--- src/rtl/oddeven_sort_hs.sv ---
// Streaming odd-even transposition sorter: one compare-exchange phase per clock,
// valid/ready on both sides. Define ODDEVEN_SORT_EARLY_EXIT_EN to stop after two swap-free phases.
module oddeven_sort_hs #(
    parameter int N = 16,
    parameter int W = 8
) (
    input  logic         clk,
    input  logic         rstb,
    input  logic         in_valid,
    output logic         in_ready,
    input  logic [W*N-1:0] data_in,
    input  logic         descend,
    output logic         out_valid,
    input  logic         out_ready,
    output logic [W*N-1:0] data_out,
    output logic         busy
);
    localparam int CW = $clog2(N) + 1;

    typedef enum logic [1:0] {IDLE, SORT, DONE} state_t;

    state_t          state_q;
    logic [CW-1:0]   cnt_q;
    logic            desc_q;
    logic [W*N-1:0]  work_q, work_d;
    logic            out_valid_q, busy_q;
    logic            swapped;
    logic            last_phase;
    logic            stop;
    logic            accept;

    assign in_ready = (state_q == IDLE) || (state_q == DONE && out_ready);
    assign accept   = in_valid && in_ready;
    assign data_out = work_q;
    assign out_valid = out_valid_q;
    assign busy     = busy_q;

    // Even phases pair (0,1),(2,3)..; odd phases pair (1,2),(3,4)..; pairs never overlap.
    always_comb begin
        work_d  = work_q;
        swapped = 1'b0;
        for (int i = 0; i < N - 1; i++) begin
            if (cnt_q[0] == 1'(i % 2)) begin
                if ((work_q[i*W +: W] != work_q[(i+1)*W +: W]) &&
                    ((work_q[i*W +: W] > work_q[(i+1)*W +: W]) ^ desc_q)) begin
                    work_d[i*W +: W]     = work_q[(i+1)*W +: W];
                    work_d[(i+1)*W +: W] = work_q[i*W +: W];
                    swapped              = 1'b1;
                end
            end
        end
    end

    assign last_phase = (cnt_q == CW'(N - 1));

`ifdef ODDEVEN_SORT_EARLY_EXIT_EN
    logic prev_swap_q;

    always_ff @(posedge clk or negedge rstb) begin
        if (!rstb)
            prev_swap_q <= 1'b1;
        else if (accept)
            prev_swap_q <= 1'b1;
        else if (state_q == SORT)
            prev_swap_q <= swapped;
    end

    assign stop = last_phase || ((cnt_q != '0) && !swapped && !prev_swap_q);
`else
    assign stop = last_phase;
`endif

    always_ff @(posedge clk or negedge rstb) begin
        if (!rstb) begin
            state_q     <= IDLE;
            cnt_q       <= '0;
            desc_q      <= 1'b0;
            work_q      <= '0;
            out_valid_q <= 1'b0;
            busy_q      <= 1'b0;
        end else if (accept) begin
            state_q     <= SORT;
            cnt_q       <= '0;
            desc_q      <= descend;
            work_q      <= data_in;
            out_valid_q <= 1'b0;
            busy_q      <= 1'b1;
        end else begin
            case (state_q)
                SORT: begin
                    work_q <= work_d;
                    cnt_q  <= cnt_q + 1'b1;
                    if (stop) begin
                        state_q     <= DONE;
                        out_valid_q <= 1'b1;
                        busy_q      <= 1'b0;
                    end
                end
                DONE: begin
                    if (out_ready) begin
                        state_q     <= IDLE;
                        out_valid_q <= 1'b0;
                    end
                end
                default: ;
            endcase
        end
    end
endmodule

--- config.mk ---
export PLATFORM = sky130hd
export DESIGN_NAME = oddeven_sort_hs
export DESIGN_NICKNAME = d
export VERILOG_FILES = /design/src/rtl/oddeven_sort_hs.sv
export SDC_FILE = /design/constraint.sdc
export NUM_CORES = 1
export LEC_CHECK = 0
export BUFFER_PORTS_ARGS = -buffer_cell sky130_fd_sc_hd__buf_2
export CAP_MARGIN = 40
export CORE_MARGIN = 2
export CORE_UTILIZATION = 30
export CTS_BUF_LIST = sky130_fd_sc_hd__clkbuf_16
export CTS_CLUSTER_DIAMETER = 150
export DETAILED_ROUTE_END_ITERATION = 6
export PLACE_DENSITY = 0.46
export SETUP_SLACK_MARGIN = 0.3
export SYNTH_ARGS = -nofsm -noshare
export SYNTH_HDL_FRONTEND = slang
export SYNTH_SLANG_ARGS = --single-unit
--- constraint.sdc ---
create_clock -name clk -period 4.84 [get_ports clk]
set_input_delay 0.484 -clock clk [delete_from_list [all_inputs] [get_ports clk]]
set_output_delay 0.484 -clock clk [all_outputs]
set_load 0.01 [all_outputs]
==> results of run 1 <==
-- area by class of cell --
| class | count | area share, % |
|---|---|---|
| well taps | 688 | 4.685 |
| clock inverters | 14 | 0.6470 |
| flip-flops and latches | 137 | 18.68 |
| repair buffers | 293 | 9.003 |
| multi-input cells | 1611 | 61.97 |
| clock buffers | 17 | 2.315 |
| inverters | 130 | 2.683 |
| diodes | 1 | 0.01362 |
-- through the flow --
step | cell area (µm²) | utilization, % | cells | setup WS [ns]
final | 18370 | 34.75 | 2891 | 1.536
after global routing | 18370 | 34.75 | 2891 | 1.300
after CTS | 18370 | 34.75 | 2890 | 1.548
after detailed placement | 17830 | 33.72 | 2859 | 1.583
after global placement | 17740 | 33.55 | 2853 | 1.589
after floorplan | 16120 | - | 2066 | 2.400
-- per-layer routing --
metal  GRT usage [%]  wire length (µm)  vias to the layer above
met4           8.300              1772                        0
met5               0                 0                        -
met3           4.260              4300                       92
li1                -                 -                     8650
met2           39.67             33220                      748
met1           35.42             32930                     9276
-- cells in the final DEF, fill, tap and decap left out, types with 112 or more instances in the layout --
cell and n:
sky130_fd_sc_hd__dfrtp_1 136, sky130_fd_sc_hd__a211oi_1 125, sky130_fd_sc_hd__nand3_1 114, sky130_fd_sc_hd__ha_1 122, sky130_fd_sc_hd__nor2_1 118, sky130_fd_sc_hd__buf_2 262, sky130_fd_sc_hd__nor3_1 112, sky130_fd_sc_hd__o211ai_1 218
sky130_fd_sc_hd__a21oi_1 136, sky130_fd_sc_hd__inv_1 133
-- path summary, 6_finish.rpt --
kind                                          startpoint                        end  slack, ns  depth (start not counted)
min in group clk                            data_in[124]  data_out[124]$_DFFE_PN0P_       0.18                          3
worst max register to register  data_out[31]$_DFFE_PN0P_   data_out[18]$_DFFE_PN0P_       1.54                          7
worst min-delay path                                rstb   data_out[51]$_DFFE_PN0P_       0.05                          1
worst min register to register          busy$_DFFE_PN0P_           busy$_DFFE_PN0P_       0.49                          2
worst max-delay path            data_out[31]$_DFFE_PN0P_   data_out[18]$_DFFE_PN0P_       1.54                          7
max in group asynchronous                           rstb   data_out[18]$_DFFE_PN0P_       3.72                          2
-- kinds of logic after synthesis --
| family | Yosys count |
|---|---|
| AND/OR/NAND/NOR | 511 |
| adder cells (fa/ha/maj) | 122 |
| flip-flops | 137 |
| AO/OA/AOI/OAI | 975 |
| XOR/XNOR | 3 |
| buffers and inverters | 318 |
-- flip-flops by register name, summed over array words and instances, names as in the netlist --
signal and count:
busy 1, desc_q 1, data_out 128, cnt_q 5, state_q 2
-- worst register-to-register path, stage by stage, from the launching register on --
cell and delay, ns:
sky130_fd_sc_hd__dfrtp_1 0.47, sky130_fd_sc_hd__inv_1 0.18, sky130_fd_sc_hd__ha_1 0.35, sky130_fd_sc_hd__and4_1 0.48
sky130_fd_sc_hd__a41o_1 0.67, sky130_fd_sc_hd__nor4_1 0.15, sky130_fd_sc_hd__o21ai_1 0.66, sky130_fd_sc_hd__o221ai_1 0.20
==> summary by stage, run 1 <==
Clock tree
In this run the deepest clock path goes through 2 buffers. TritonCTS built the clock tree. The TritonCTS sink count is approximately 140. The H-tree generated during clock tree synthesis spans 4 levels. In this run the post-CTS setup repair buffer count came out at 0. After clock tree synthesis, the clock-pin slew on the worst setup and hold paths is 0.07 ns. Once the clock tree was built, the resizer swapped 0 gates to a different size. Counting the buffers created by CTS gives 17. The buffer cell driving the clock tree root is sky130_fd_sc_hd__clkbuf_16. For the worst-skew pair, the clock arrives at the later sink with an insertion delay of 0.51 ns.

The post-cts hold buffer count is 0.

Global route
Entering global routing, the biggest net connects 80 pins. The number of antenna violations at the first check in global routing is 1. The first global-routing pass estimated approximately 110000 µm of wire. The via count of the first global-routing pass was approximately 18000. Across every metal layer, demand over resource in global routing totals 25.38%. The remaining global-route overflow is 0.

STA
The setup clock skew after layout is 0.02240 ns. The slew at the pin with the worst max-slew slack is 0.9001 ns. The summed negative setup slack over all endpoints is 0 ns.

The number of hold-slack violations in the final timing report was 0. Setup repair after global routing left no endpoint under its margin. The total of endpoints with negative setup slack in the final report is 0. Derived from the worst setup path, the maximum achievable clock frequency is between 300 and 400 MHz. The final max-slew violation count was 0. The shortest clock period the worst path allows after layout is roughly 3.3 ns.

In this run the tightest slew margin relative to its limit is between 30% and 40%. The hold slack is 0.04508 ns. After layout, the worst path uses 68.27% of the clock period.

Synth
The mean instance size in the synthesized netlist is 7.802 µm². In the synthesized netlist, the number of instances is 2066. The most used standard cell by instance count after synthesis is sky130_fd_sc_hd__o211ai_1. The synthesized area is 0.01612 mm². Summing the areas of all xor and xnor instances in the mapped netlist gives 0.1630% of the synthesized area. The share of async-settable or async-resettable flops after synthesis is 100.0%. The distinct cell type count of the synthesized netlist is 56.

The multiplexer share of the synthesized area is 0%. Of the synthesized area, sequential elements account for 21.27%. The synthesized design contains 137 register bits. The main combinational cell family by area after synthesis is compound AO/OA/AOI/OAI gates. The simple logic cell fraction of the synthesized area is 15.79%. The number of nets in the synthesized netlist is 2321. Sorting the synthesized cells by area gives the leading types as sky130_fd_sc_hd__dfrtp_1, sky130_fd_sc_hd__o211ai_1, sky130_fd_sc_hd__ha_1.

After Yosys synthesis, full adders, half adders and majority gates account for 9.470% of the synthesized area. The synthesized-area fraction occupied by ao, oa, aoi and oai cells is a little under half. Yosys printed 0 warnings. The commonest cells after synthesis are sky130_fd_sc_hd__o211ai_1, sky130_fd_sc_hd__dfrtp_1, sky130_fd_sc_hd__a21oi_1. The most used flip-flop cell after synthesis is sky130_fd_sc_hd__dfrtp_1. The synthesized design spends more area on one cell type than any other, namely sky130_fd_sc_hd__dfrtp_1.

The count of flip-flops with a built-in enable after synthesis is 0. The portion of synthesized cell area occupied by the leading cell type is 21.27%.

Placement
At the end of routability-driven placement, the weighted congestion stood at 0.8936. The HPWL after detailed placement is 52820 µm. The count of buffers from port buffering is 263.

Die
The horizontal extent of the die is 235.8 µm. The floorplan die area is 0.05560 mm². The die is 235.8 µm tall. The effective utilization at floorplan is between 30% and 40%. After floorplanning, the core was divided into 84 placement rows.

Pin placement for this block handled approximately 260 I/O pins. After floorplanning, the core was sized to cover roughly 0.053 mm².

Detailed routing
The final routed wirelength across all metal layers is 72220 µm. In the final routed layout, each cell accounts on average for 24.98 µm. For this block, the via count after detailed routing is ~19000.

The count of antenna-violating nets left after detailed routing is 0. The length of the first detailed-routing pass in iterations is 5. For this run, design rule violations remaining after detail routing come to 0. The detail-routed via count per cell is ~6.5. For this block, the initial DRC count from the detailed router was between 1500 and 2000.

Final layout
In the final layout, flip-flops and latches occupy 0.003432 mm². After filler insertion, the fill cell instance count of the layout stands at 5681. The fraction of layout cells with a size suffix above 1 is 16.67%. The area growth from synthesis to layout is 13.98%. In the final layout, the multi-input gates occupy 0.01139 mm². The final layout contains about 2400 nets.

Run
Max-cap violations in this run came to 0.

Critical path
The required arrival time at the worst endpoint is around 5.2 ns. The data arrival at the endpoint of the critical path is 3.66 ns. The kind of launch point of the worst setup path is a flip-flop. The peak per-stage delay on the critical path is 0.66 ns.

Among all stages on the critical path, the largest delay is contributed by sky130_fd_sc_hd__a41o_1. The category of cells accounting for the largest share of critical-path delay is compound AO/OA/AOI/OAI gates. The maximum fanout along the worst path is 19. The buffering stage count on the worst path with inverters included is 1.

The critical setup path kind is reg2reg. STA classifies the critical path endpoint as a flip-flop. The signal on the critical path passes through inv_1, ha_1, and4_1, a41o_1, nor4_1, o21ai_1, o221ai_1.

Run status
The flow ran to the end, and the final reports show no timing, DRC or antenna violations.

Worst hold path
The type of the worst min-delay path is in2async.
Power of run 1 is not shown: default switching activity piles up to over one toggle a cycle in this logic, so the estimate is an artifact.
==> inputs of run 2 (changes only) <==
==> constraint.sdc (replaced) <==
create_clock -name clk -period 3.2 [get_ports clk]
set_input_delay 0.32 -clock clk [delete_from_list [all_inputs] [get_ports clk]]
set_output_delay 0.32 -clock clk [all_outputs]
set_load 0.01 [all_outputs]
==> run 2 against run 1 <==
Net effect: global-route usage up 0.39 points; die area did not move; critical path depth rose by 1; via count rose by 3.3%; final cell count is 4.7% higher.
==> summary by stage, run 2 (synthesis results as in run 1) <==
Global route
The aggregate global-route resource usage is 25.77% (was 25.38%). The wire length of the first global-routing pass was 112900 µm (was 111500 µm). The largest net degree at the start of global routing is 79 (was 80). The remaining global-route overflow is 0 (unchanged). The via count of the first global-routing pass is 18750 (was 17810). The number of antenna violations at the first check in global routing came to 1 (unchanged).

Detailed routing
The total via count after detailed routing is 19380 (was 18770). The count of antenna-violating nets left after detailed routing is 0 (unchanged). The wire length on met2 is 33810 µm (was 33220 µm). The length of the first detailed-routing pass in iterations is 5 (unchanged). The number of remaining DRC errors is 0 (unchanged). The detail-routed via count per cell was 6.402 (was 6.491). The final routed wirelength across all metal layers was 73320 µm (was 72220 µm).

The routed wire length on met3 is 4752 µm (was 4300 µm). The post-route met1 wirelength came to 32520 µm (was 32930 µm). The highest signal layer in the routed design is met4 (unchanged). The first-iteration detailed-routing DRC count is 1830 (was 1827). The wire length per cell is 24.22 µm (was 24.98 µm).

Die
The core area came to 0.05287 mm² (unchanged). The number of top-level design ports came to 264 (unchanged). The floorplan die height was 235.8 µm (unchanged). The floorplan die area is 0.05560 mm² (unchanged). The total number of placement rows came to 84 (unchanged). The horizontal extent of the die is 235.8 µm (unchanged). The effective utilization at floorplan came to 30.49% (unchanged).

STA
The hold slack is 0.03175 ns (was 0.04508 ns). The shortest clock period the worst path allows after layout came to 2.795 ns (was 3.304 ns). The achievable clock frequency came to 357.8 MHz (was 302.6 MHz). The final max-slew violation count was 0 (unchanged).

The total of endpoints with negative setup slack in the final report was 0 (unchanged). The worst slew margin relative to its limit is 31.87% (was 39.72%). The setup clock skew after layout is 0.01707 ns (was 0.02240 ns).

The slew at the pin with the worst max-slew slack came to 1.015 ns (was 0.9001 ns). Setup repair after global routing missed its margin: true (was false). The final cycle utilization of the critical path is 87.33% (was 68.27%). The minimum setup slack in the final design came to 0.4053 ns (was 1.536 ns). The number of hold-slack violations in the final timing report is 0 (unchanged).

The summed negative setup slack over all endpoints is 0 ns (unchanged).

Critical path
The kind of launch point of the worst setup path is a flip-flop (unchanged). The kind of end point of the critical path is a flip-flop (unchanged). The data arrival at the endpoint of the critical path is 3.18 ns (was 3.66 ns). The logic depth of the worst register-to-register path is 8 (was 7). The maximum fanout along the worst path came to 10 (was 19). The required arrival time at the worst endpoint was 3.59 ns (was 5.19 ns). The critical setup path kind is reg2reg (unchanged).

Clock tree
The TritonCTS sink count is 137 (unchanged). The clock tree from TritonCTS was built (unchanged). The buffer cell driving the clock tree root is sky130_fd_sc_hd__clkbuf_16 (unchanged).

The clock transition at the registers of the reported paths was 0.07 ns (about the same). The number of buffers created by CTS was 17 (unchanged). The maximum clock path buffer count is 2 (unchanged). The maximum level of the CTS H-tree was 4 (unchanged). The insertion delay of the later-clocked pin in the worst-skew pair was 0.50 ns (was 0.51 ns).

Final layout
The finished layout cell area is 0.01949 mm² (was 0.01837 mm²). The number of flip-flops under the largest register name came to 128 (unchanged). The layout overhead on the synthesized area is 20.94% (was 13.98%). The final-stage net count is 2581 (was 2445). The leading cell type in the layout, fill and taps excluded is sky130_fd_sc_hd__buf_2 (unchanged).

The fraction of layout cells with a size suffix above 1 is 22.54% (was 16.67%). Leading cell types in the layout, fill and taps excluded: sky130_fd_sc_hd__buf_2, sky130_fd_sc_hd__o211ai_1, sky130_fd_sc_hd__buf_4 (was sky130_fd_sc_hd__buf_2, sky130_fd_sc_hd__o211ai_1, sky130_fd_sc_hd__a21oi_1, sky130_fd_sc_hd__dfrtp_1, sky130_fd_sc_hd__inv_1).

Placement
The HPWL after detailed placement was 55080 µm (was 52820 µm). The placement-stage cell area was 0.01883 mm² (was 0.01783 mm²). The count of buffers from port buffering was 263 (unchanged). The post-place setup slack came to 0.1323 ns (was 1.583 ns). The final estimated routing congestion in global placement is 0.8859 (was 0.8936).

Run
The max-capacitance violation count is 0 (unchanged).

Worst hold path
The cell depth of the worst hold path is 3. The type of the worst min-delay path was in2reg (was in2async).

Run status
Run status: finished clean (unchanged).
## run 2: cell types whose count changed in the layout (fill, tap and decap cells not counted), moves of 5 or more
cell                       change
sky130_fd_sc_hd__a41o_2        +5
sky130_fd_sc_hd__buf_4       +131
sky130_fd_sc_hd__o21a_2        +8
sky130_fd_sc_hd__a41o_1        -6
sky130_fd_sc_hd__o21a_1        -8
sky130_fd_sc_hd__clkinv_2      +5
sky130_fd_sc_hd__buf_12        +5
## run 2: final cells by class
| type | instances | area (µm²) |
|---|---|---|
| antenna | 1 | 2.502 |
| clock buffer | 17 | 425.4 |
| clock inverter | 14 | 71.32 |
| fill | 5532 | 33370 |
| inverter | 130 | 493.0 |
| multi-input combinational | 1611 | 11490 |
| sequential | 137 | 3433 |
| tap | 688 | 860.8 |
| timing repair buffer | 429 | 2714 |
## run 2: path summary, 6_finish.rpt
path,from,to,slack (ns)
max,data_out[63]$_DFFE_PN0P_,data_out[52]$_DFFE_PN0P_,0.41
min,data_in[124],data_out[124]$_DFFE_PN0P_,0.03
max reg2reg,data_out[63]$_DFFE_PN0P_,data_out[52]$_DFFE_PN0P_,0.41
min reg2reg,cnt_q[4]$_DFFE_PN0P_,cnt_q[4]$_DFFE_PN0P_,0.52
max in group asynchronous,rstb,data_out[15]$_DFFE_PN0P_,1.90
min in group asynchronous,rstb,data_out[44]$_DFFE_PN0P_,0.46
## run 2: critical path: stages, from the launching register on
cell and delay, ns:
sky130_fd_sc_hd__dfrtp_1 0.49, sky130_fd_sc_hd__inv_1 0.11, sky130_fd_sc_hd__ha_1 0.33, sky130_fd_sc_hd__and4_1 0.24, sky130_fd_sc_hd__buf_4 0.19, sky130_fd_sc_hd__o21a_1 0.40
sky130_fd_sc_hd__nor4_2 0.10, sky130_fd_sc_hd__or3_1 0.51, sky130_fd_sc_hd__o221ai_1 0.31
## run 2: per-stage QoR
stage	cells	util, %
floorplan	2066	-
global placement	2989	35.62
detailed placement	2989	35.62
CTS	3023	36.65
global route	3027	36.88
finish	3027	36.88
## run 2: repair_timing
item,CTS,global route
buffers inserted,0,3
gates resized for setup,2,29
hold buffers,3,0
endpoints found under the setup margin,10,106
cloned,0,0
pin swaps,0,2
endpoints found under the hold margin,70,0
## run 2: routing by layer
| layer | track usage, % | vias to the layer above |
|---|---|---|
| met5 | 0 | - |
| met3 | 4.482 | 129 |
| met1 | 34.59 | 9491 |
| met2 | 41.19 | 825 |
| met4 | 9.844 | 0 |
| li1 | - | 8933 |
Power of run 2 is left out for the same reason.
